[src/rtl/regfile_multiport_if.sv]
// Decode/writeback side bundle of the multi-ported register file.
// Field packing: port i of a flat vector sits at [i*W +: W].
interface regfile_multiport_if #(
   parameter int WIDTH     = 32,
   parameter int DEPTH     = 32,
   parameter int NUM_READ  = 2,
   parameter int NUM_WRITE = 2
);
   localparam int AW = $clog2(DEPTH);

   logic                       ClearReq;
   logic                       Ready;
   logic [NUM_READ*AW-1:0]     ReadNum;
   logic [NUM_READ*WIDTH-1:0]  ReadData;
   logic [NUM_READ-1:0]        ReadBusy;
   logic [NUM_WRITE-1:0]       WriteEn;
   logic [NUM_WRITE*AW-1:0]    WriteNum;
   logic [NUM_WRITE*WIDTH-1:0] WriteData;
   logic                       ReserveEn;
   logic [AW-1:0]              ReserveNum;

   modport master (
      output ClearReq, ReadNum, WriteEn, WriteNum, WriteData, ReserveEn, ReserveNum,
      input  Ready, ReadData, ReadBusy
   );

   modport slave (
      input  ClearReq, ReadNum, WriteEn, WriteNum, WriteData, ReserveEn, ReserveNum,
      output Ready, ReadData, ReadBusy
   );
endinterface

[src/rtl/regfile_multiport.sv]
// Multi-ported integer register file with busy scoreboard, write->read bypass
// and a sequential clear engine that zeroes the array after reset or on request.
module regfileReadPort #(
   parameter int WIDTH     = 32,
   parameter int AW        = 5,
   parameter int NUM_WRITE = 2,
   parameter int BYPASS    = 1,
   parameter int ZERO_REG  = 1
) (
   input  logic                                run,
   input  logic [AW-1:0]                       addr,
   input  logic [WIDTH-1:0]                    arrData,
   input  logic                                arrBusy,
   input  logic [NUM_WRITE-1:0]                wrEn,
   input  logic [NUM_WRITE-1:0][AW-1:0]        wrNum,
   input  logic [NUM_WRITE-1:0][WIDTH-1:0]     wrData,
   output logic [WIDTH-1:0]                    data,
   output logic                                busy
);
   always_comb begin
      data = arrData;
      busy = arrBusy;
      // Ascending scan so the highest matching write port wins the forward.
      if (BYPASS != 0)
         for (int j = 0; j < NUM_WRITE; j++)
            if (wrEn[j] && wrNum[j] == addr) begin
               data = wrData[j];
               busy = 1'b0;
            end
      if (!run || (ZERO_REG != 0 && addr == '0)) begin
         data = '0;
         busy = 1'b0;
      end
   end
endmodule

module regfile_multiport #(
   parameter int WIDTH     = 32,
   parameter int DEPTH     = 32,
   parameter int NUM_READ  = 2,
   parameter int NUM_WRITE = 2,
   parameter int BYPASS    = 1,
   parameter int ZERO_REG  = 1
) (
   input logic CLK,
   input logic RST,
   regfile_multiport_if.slave bus
);
   localparam int AW = $clog2(DEPTH);
   localparam logic [0:0] CLEAR = 1'b0;
   localparam logic [0:0] RUN   = 1'b1;

   logic [0:0]                          state;
   logic [AW-1:0]                       clrIdx;
   logic [DEPTH-1:0]                    busy, busyNext;
   logic [WIDTH-1:0]                    regs [DEPTH];
   logic [NUM_READ-1:0][AW-1:0]         rdNum;
   logic [NUM_READ-1:0][WIDTH-1:0]      rdData;
   logic [NUM_READ-1:0]                 rdBusy;
   logic [NUM_WRITE-1:0][AW-1:0]        wrNum;
   logic [NUM_WRITE-1:0][WIDTH-1:0]     wrData;
   logic [NUM_WRITE-1:0]                wrOk;

   assign rdNum  = bus.ReadNum;
   assign wrNum  = bus.WriteNum;
   assign wrData = bus.WriteData;
   assign bus.ReadData = rdData;
   assign bus.ReadBusy = rdBusy;
   assign bus.Ready    = (state == RUN);

   always_comb
      for (int j = 0; j < NUM_WRITE; j++)
         wrOk[j] = bus.WriteEn[j] && !(ZERO_REG != 0 && wrNum[j] == '0);

   // Writeback retires the old producer; a same-cycle reserve is the new one and wins.
   always_comb begin
      busyNext = busy;
      for (int j = 0; j < NUM_WRITE; j++)
         if (wrOk[j]) busyNext[wrNum[j]] = 1'b0;
      if (bus.ReserveEn && !(ZERO_REG != 0 && bus.ReserveNum == '0))
         busyNext[bus.ReserveNum] = 1'b1;
   end

   always_ff @(posedge CLK or posedge RST) begin
      if (RST) begin
         state  <= CLEAR;
         clrIdx <= '0;
         busy   <= '0;
      end else begin
         case (state)
            CLEAR: begin
               clrIdx <= clrIdx + 1'b1;
               if (clrIdx == AW'(DEPTH - 1)) state <= RUN;
            end
            default: begin
               if (bus.ClearReq) begin
                  state  <= CLEAR;
                  clrIdx <= '0;
                  busy   <= '0;
               end else begin
                  busy <= busyNext;
               end
            end
         endcase
      end
   end

   // Later ports are assigned last, so the highest index wins on address clashes.
   always_ff @(posedge CLK) begin
      if (state == CLEAR)
         regs[clrIdx] <= '0;
      else
         for (int j = 0; j < NUM_WRITE; j++)
            if (wrOk[j]) regs[wrNum[j]] <= wrData[j];
   end

   for (genvar i = 0; i < NUM_READ; i++) begin : gRd
      regfileReadPort #(
         .WIDTH(WIDTH), .AW(AW), .NUM_WRITE(NUM_WRITE), .BYPASS(BYPASS), .ZERO_REG(ZERO_REG)
      ) uRd (
         .run     (state == RUN),
         .addr    (rdNum[i]),
         .arrData (regs[rdNum[i]]),
         .arrBusy (busy[rdNum[i]]),
         .wrEn    (bus.WriteEn),
         .wrNum   (wrNum),
         .wrData  (wrData),
         .data    (rdData[i]),
         .busy    (rdBusy[i])
      );
   end
endmodule

[src/flat_wrapper.sv]
// flat-port wrapper written by rule: the top's interface ports become plain ports
module regfile_multiport_flat 
#(
   parameter int WIDTH     = 32,
   parameter int DEPTH     = 32,
   parameter int NUM_READ  = 2,
   parameter int NUM_WRITE = 2,
   parameter int BYPASS    = 1,
   parameter int ZERO_REG  = 1
)
  (CLK, RST, bus_ClearReq, bus_ReadNum, bus_WriteEn, bus_WriteNum, bus_WriteData, bus_ReserveEn, bus_ReserveNum, bus_Ready, bus_ReadData, bus_ReadBusy);
  regfile_multiport_if #(.WIDTH(WIDTH), .DEPTH(DEPTH), .NUM_READ(NUM_READ), .NUM_WRITE(NUM_WRITE)) bus_i ();
  input logic CLK;
  input logic RST;
  input wire logic [$bits(bus_i.ClearReq)-1:0] bus_ClearReq;
  input wire logic [$bits(bus_i.ReadNum)-1:0] bus_ReadNum;
  input wire logic [$bits(bus_i.WriteEn)-1:0] bus_WriteEn;
  input wire logic [$bits(bus_i.WriteNum)-1:0] bus_WriteNum;
  input wire logic [$bits(bus_i.WriteData)-1:0] bus_WriteData;
  input wire logic [$bits(bus_i.ReserveEn)-1:0] bus_ReserveEn;
  input wire logic [$bits(bus_i.ReserveNum)-1:0] bus_ReserveNum;
  output wire logic [$bits(bus_i.Ready)-1:0] bus_Ready;
  output wire logic [$bits(bus_i.ReadData)-1:0] bus_ReadData;
  output wire logic [$bits(bus_i.ReadBusy)-1:0] bus_ReadBusy;
  assign bus_i.ClearReq = bus_ClearReq;
  assign bus_i.ReadNum = bus_ReadNum;
  assign bus_i.WriteEn = bus_WriteEn;
  assign bus_i.WriteNum = bus_WriteNum;
  assign bus_i.WriteData = bus_WriteData;
  assign bus_i.ReserveEn = bus_ReserveEn;
  assign bus_i.ReserveNum = bus_ReserveNum;
  assign bus_Ready = bus_i.Ready;
  assign bus_ReadData = bus_i.ReadData;
  assign bus_ReadBusy = bus_i.ReadBusy;
  regfile_multiport #(.WIDTH(WIDTH), .DEPTH(DEPTH), .NUM_READ(NUM_READ), .NUM_WRITE(NUM_WRITE), .BYPASS(BYPASS), .ZERO_REG(ZERO_REG)) u_core (.CLK(CLK), .RST(RST), .bus(bus_i));
endmodule
[config.mk]
export PLATFORM = sky130hd
export DESIGN_NAME = regfile_multiport_flat
export DESIGN_NICKNAME = d
export VERILOG_FILES = /design/src/rtl/regfile_multiport_if.sv /design/src/rtl/regfile_multiport.sv /design/src/flat_wrapper.sv
export SDC_FILE = /design/constraint.sdc
export NUM_CORES = 2
export LEC_CHECK = 0
export CAP_MARGIN = 30
export CORE_ASPECT_RATIO = 1.25
export CORE_MARGIN = 2
export CORE_UTILIZATION = 55
export CTS_CLUSTER_SIZE = 16
export DETAILED_ROUTE_END_ITERATION = 12
export HOLD_SLACK_MARGIN = 0.12
export PLACE_DENSITY = 0.71
export SYNTH_ARGS = -nofsm -noshare
export SYNTH_HDL_FRONTEND = slang
export SYNTH_HIERARCHICAL = 1
export SYNTH_SLANG_ARGS = --single-unit
[constraint.sdc]
create_clock -name CLK -period 10.05 [get_ports CLK]
set_input_delay 1.005 -clock CLK [delete_from_list [all_inputs] [get_ports CLK]]
set_output_delay 1.005 -clock CLK [all_outputs]
set_load 0.005 [all_outputs]
* Yosys cells after proc, flatten, opt, wreduce, memory -nomap -nowiden *
Memory sizes are Yosys's and may differ from the RTL's.
Index checks and enable logic that the tools add are counted.

storage, ports and cells
  bits in registers = 38
  RAM bits = 1024
  memories kept = 1

memories
  name         depth  width  rd ports  clocked after Yosys merged registers in  wr ports  line                     RTL
  u_core.regs  32     32     2         0                                        2         regfile_multiport.sv:56  logic [WIDTH-1:0] regs [DEPTH];

cells by class
  add/subtract/negate cells = 1
  order comparisons = 8
  equality and inequality tests = 6
  mux-type cells = 41
  bitwise gates (word level) = 5
  reduce and logical (&&, ||, !) cells = 22

operator list
  operator                                                               number
  32-bit two-way mux                                                     11
  32-bit bitwise AND                                                     2
  32-bit NOT                                                             2
  32-bit bitwise OR                                                      1
  32-bit OR reduction                                                    1
  5-bit by 6-bit < comparator with 1-bit output, second input constant   5
  5-bit logical NOT                                                      5
  1-bit two-way mux                                                      22
  5-bit equality test                                                    4
  1-bit demux with 5-bit select                                          3
  5-bit by 1-bit >= comparator with 1-bit output, second input constant  3
  5-bit two-way mux                                                      3
  1-bit binary-select mux with 5-bit select                              2
  1-bit logical AND                                                      10
  5-bit by 1-bit adder with 5-bit output, second input constant          1
  5-bit equality test, second input constant                             1
  1-bit logical NOT                                                      4
  1-bit logical OR                                                       2
  2-bit != test, second input constant                                   1

* Logic depth before layout (Yosys ltp) *
  word-level depth = 12
  depth in mapped cells = 10
  gate-level depth less buffers = 7

* By module *
The synthesis kept the hierarchy.

by module, submodules not included
  module             times used  cells each  area each (µm²)
  regfile_multiport  1           6261        62628.8
  regfileReadPort    2           175         1287.5

* Worst setup path after synthesis *
OpenSTA, ideal clock, no wires.

  kind = input-to-reg
  start point = input bus_WriteEn[1]
  end point = memory u_core.regs[28][0] (enable)
  setup time = 0.466 ns
  arrival = 4.434 ns
  required time = 9.584 ns
  path slack = 5.150 ns
  cell stages on the path = 7
  cell sequence = buf_2 -> nand2_1 -> nor3b_1 -> nand2_1 -> clkbuf_1 -> clkbuf_1 -> o21ai_0

RTL lines
  element      line                     RTL
  from (decl)  flat_wrapper.sv:17       input wire logic [$bits(bus_i.WriteEn)-1:0] bus_WriteEn;
  to (decl)    regfile_multiport.sv:56

* Worst setup path in the final report *
  start point = input bus_ReadNum[5]
  end point = output bus_ReadData[40]

between the ends
  longest elaborated chain between the ends = 5
  elaborated cells on any way between the ends = 10
  classes of those cells = eq/ne: 2; mux: 3; reduce/logical: 4; memory: 1

RTL lines
  element                                                     line                     RTL
  from (decl)                                                 flat_wrapper.sv:16       input wire logic [$bits(bus_i.ReadNum)-1:0] bus_ReadNum;
  branches (longest 4 deep; another with memory 32 x 32 bit)  -
  32-bit two-way mux *                                        regfile_multiport.sv:30  if (!run || (ZERO_REG != 0 && addr == '0)) begin
  to (decl)                                                   flat_wrapper.sv:23       output wire logic [$bits(bus_i.ReadData)-1:0] bus_ReadData;

Every way passes the cells marked *.

==> run metrics <==
status completed; max incr delay on CP 0.86 ns; worst-path fanout max 53; vias in the first global route 54.3k; sw frac 0.321; clock skew 0.0281 ns; DRT Wirelength 257000 um; Worst-Skew Late Latency 0.75 ns; top-count cell post-synth nand2_1; sequential share of the synthesized area 0.486; Post-synth top cells 1267 x nand2_1, 1056 x mux2i_1, 1024 x edfxtp_1, 998 x o21ai_0, 461 x clkbuf_1; setup ws final 3.68 ns; Worst Tran Pin Value 1.16 ns; PortBufs 161; Max Cap Viol 0; drt first pass iters 9; worst-case clock buffer depth 3; Synth Area in Compound Gates 0.175; synth top area cells edfxtp_1 47%, mux2i_1 16%, o21ai_0 7.7%; Slew headroom 0.227; pwr dens 179 mW/mm2; Post-synth EDFFs 1024; row count 141; post-CTS setup buffers 0; clock-pin slew on the worst setup and hold paths 0.06 ns; min-delay worst type reg2reg; clock power share 0.329; RSZ-0062 raised after global routing false; H-Tree Depth 3; critical path's slowest cell buf_4; CTS root buf clkbuf_16; Die Footprint 0.121 mm2; Routed wire per std cell 32.5 um; post-synth net total 6708; Synth Cell Area 0.0652 mm2; Top FF cell, synth edfxtp_1; DR DRC count 0; switching power 4.11 mW; crit path from bus_ReadNum[5]; Synth Area in Adders 0.000384; multiplexer share of the synthesized area 0.168; CTS tree yes; simple-gate area share of the yosys netlist 0.112; Place WS 3.83 ns; sequential fraction of design power 0.448; Unique masters post-synth 60; period utilization 0.633; pin count of the biggest net entering global routing 133; critical path class in2out; Final TNS setup 0 ns; Worst Path Required 9.05 ns; DR vias 57.1k; number of synthesized register bits 1062; Core Region 0.118 mm2; share of cells above drive strength 1 0.0822; VDD IR max 0.139 mV; fillcell total 9658; Max Transition Viols Final 0; fin cells 7927; DRT iter0 DRCs 10.1k; maximum clock frequency 157 MHz; asr flop ratio synth 0.0358; Syn Inst Count 6611; Synth Warn # 6; min cycle time layout 6.37 ns; Die X-Extent 312 um; hold_buf cts 0; Resize count post-CTS 0; Post-Place Cells 7705; internal power 8.68 mW; global-route wire length before repair 364000 um; die height 389 um; Yosys top cell area share 0.472; Worst R2R Path Depth 6; # IOs 162; Initial Utilization 0.553; Final Hold Violating Endpoints 0; global route overflow 0; dpl hpwl 134000 um; final core utilization 0.606; largest family of logic cells by synthesized area compound AO/OA/AOI/OAI gates; nets@finish 6355; total CTS buffers 111; gp weighted congestion 0.899; crit path DAT 5.36 ns; Synth area leader edfxtp_1; Leak 24.9 nW; CP Capture Type output port; R2R Setup Slk 5.83 ns; Final setup violation count 0; Vias/cell 7.21; Final ANT Viol Nets 0; Crit Reg-Reg Startpoint u_core/bus.Ready; gr usage total 0.411; P&R area growth vs syn 9.58%; Synth Area in XOR/XNOR 0.00296; antenna violations before repair 7; clk sink count 1062; combinational share of power 0.223; CP Cell Sequence clkdlybuf4s50_1 -> nor2_4 -> buf_4 -> buf_4 -> a22o_1 -> nor3_1 -> a31oi_1 -> nand3_1 -> o21ai_0 -> a31oi_2 -> clkdlybuf4s50_1; Mean Syn Cell Area 9.86 um2; crit path to bus_ReadData[40]; R2R Path End u_core/regs[4][14]; CP Launch Type primary input
how the worst min path moves through the flow:
stage	cells past startpoint	startpoint	slack, ns	endpoint
floorplan	2	u_core/busy[12]	0.47	u_core/busy[12]
global placement	2	u_core/busy[12]	0.49	u_core/busy[12]
detailed placement	2	u_core/busy[8]	0.50	u_core/busy[8]
CTS	2	u_core/busy[8]	0.51	u_core/busy[8]
global route	2	u_core/busy[10]	0.55	u_core/busy[10]
finish	2	u_core/busy[8]	0.51	u_core/busy[8]
stage by stage:
step	power [mW]	hold slack, ns	cell area [um2]
after floorplan	7.25	0.468	65200
after global placement	8.39	0.488	67000
after detailed placement	8.50	0.496	67500
after CTS	12.6	0.509	71100
after global routing	13.1	0.546	71400
final	12.8	0.506	71400
final cells by class:
cell class / count / area [um2] / share of cell area
Inverter: 5 / 20.0 / 0.000280
Sequential cell: 1062 / 31700 / 0.444
Antenna cell: 5 / 12.5 / 0.000175
Multi-Input combinational cell: 4749 / 30500 / 0.427
Clock inverter: 64 / 678 / 0.00949
Timing Repair Buffer: 329 / 3600 / 0.0504
Clock buffer: 140 / 2960 / 0.0414
Tap cell: 1573 / 1970 / 0.0275
cell families (layout without fill, tap and decap cells):
kind of cell | count (synthesis) | count (layout)
AO/OA/AOI/OAI | 1896 | 1896
XOR/XNOR | 22 | 22
adder cells (fa/ha/maj) | 2 | 2
buffers and inverters | 800 | 538
flip-flops | 1062 | 1062
multiplexers | 1088 | 1088
other | 0 | 5
AND/OR/NAND/NOR | 1741 | 1741
sequential cells by signal (all words and copies together) (netlist names):
register          flops
u_core/bus.Ready      1
u_core/busy          32
u_core/clrIdx         5
u_core/regs        1024
cells in the final DEF (no fill, tap or decap), types with 6 or more instances in the layout:
cell	n
and2_1	29
clkbuf_1	24
dfrtp_1	37
edfxtp_1	1024
nand2_1	1235
nand4_1	7
xnor2_1	21
nand3b_1	7
clkinv_1	15
nand3_1	270
a31oi_2	60
clkbuf_16	114
nand2_2	32
o2bb2ai_4	12
o31ai_1	66
buf_4	120
a21oi_1	205
o2bb2ai_1	6
nor3_1	71
a31oi_1	74
o22ai_4	14
nor2_1	24
clkdlybuf4s50_1	159
mux2i_1	1056
o22ai_1	25
a22oi_1	200
clkinv_2	29
mux2_2	31
and2_0	7
buf_8	8
bufinv_16	12
o21ai_0	994
buf_12	16
buf_16	23
or3b_2	6
o21ai_1	83
a22o_1	134
routing by layer:
| layer | vias to the layer above | track usage | share of wire |
|---|---|---|---|
| met1 | 26900 | 0.516 | 0.34 |
| met3 | 1308 | 0.125 | 0.16 |
| met5 | - | 0 | 0.00022 |
| met2 | 5306 | 0.602 | 0.42 |
| li1 | 23600 | - | - |
| met4 | 6 | 0.295 | 0.084 |
power by group through the flow:
stage               combinational [mW]  sequential [mW]  clock (mW)
floorplan                         1.54             5.71           0
CTS                               2.71             5.71        4.20
finish                            2.86             5.73        4.21
global placement                  2.62             5.77           0
global route                      2.93             5.76        4.37
detailed placement                2.70             5.80           0
critical path: cells and delay by family:
family	cells	cell delay, ns
compound gates	4	0.90
buf+inv	4	2.74
simple gates	3	0.59
(Power assumes the default switching activity.)
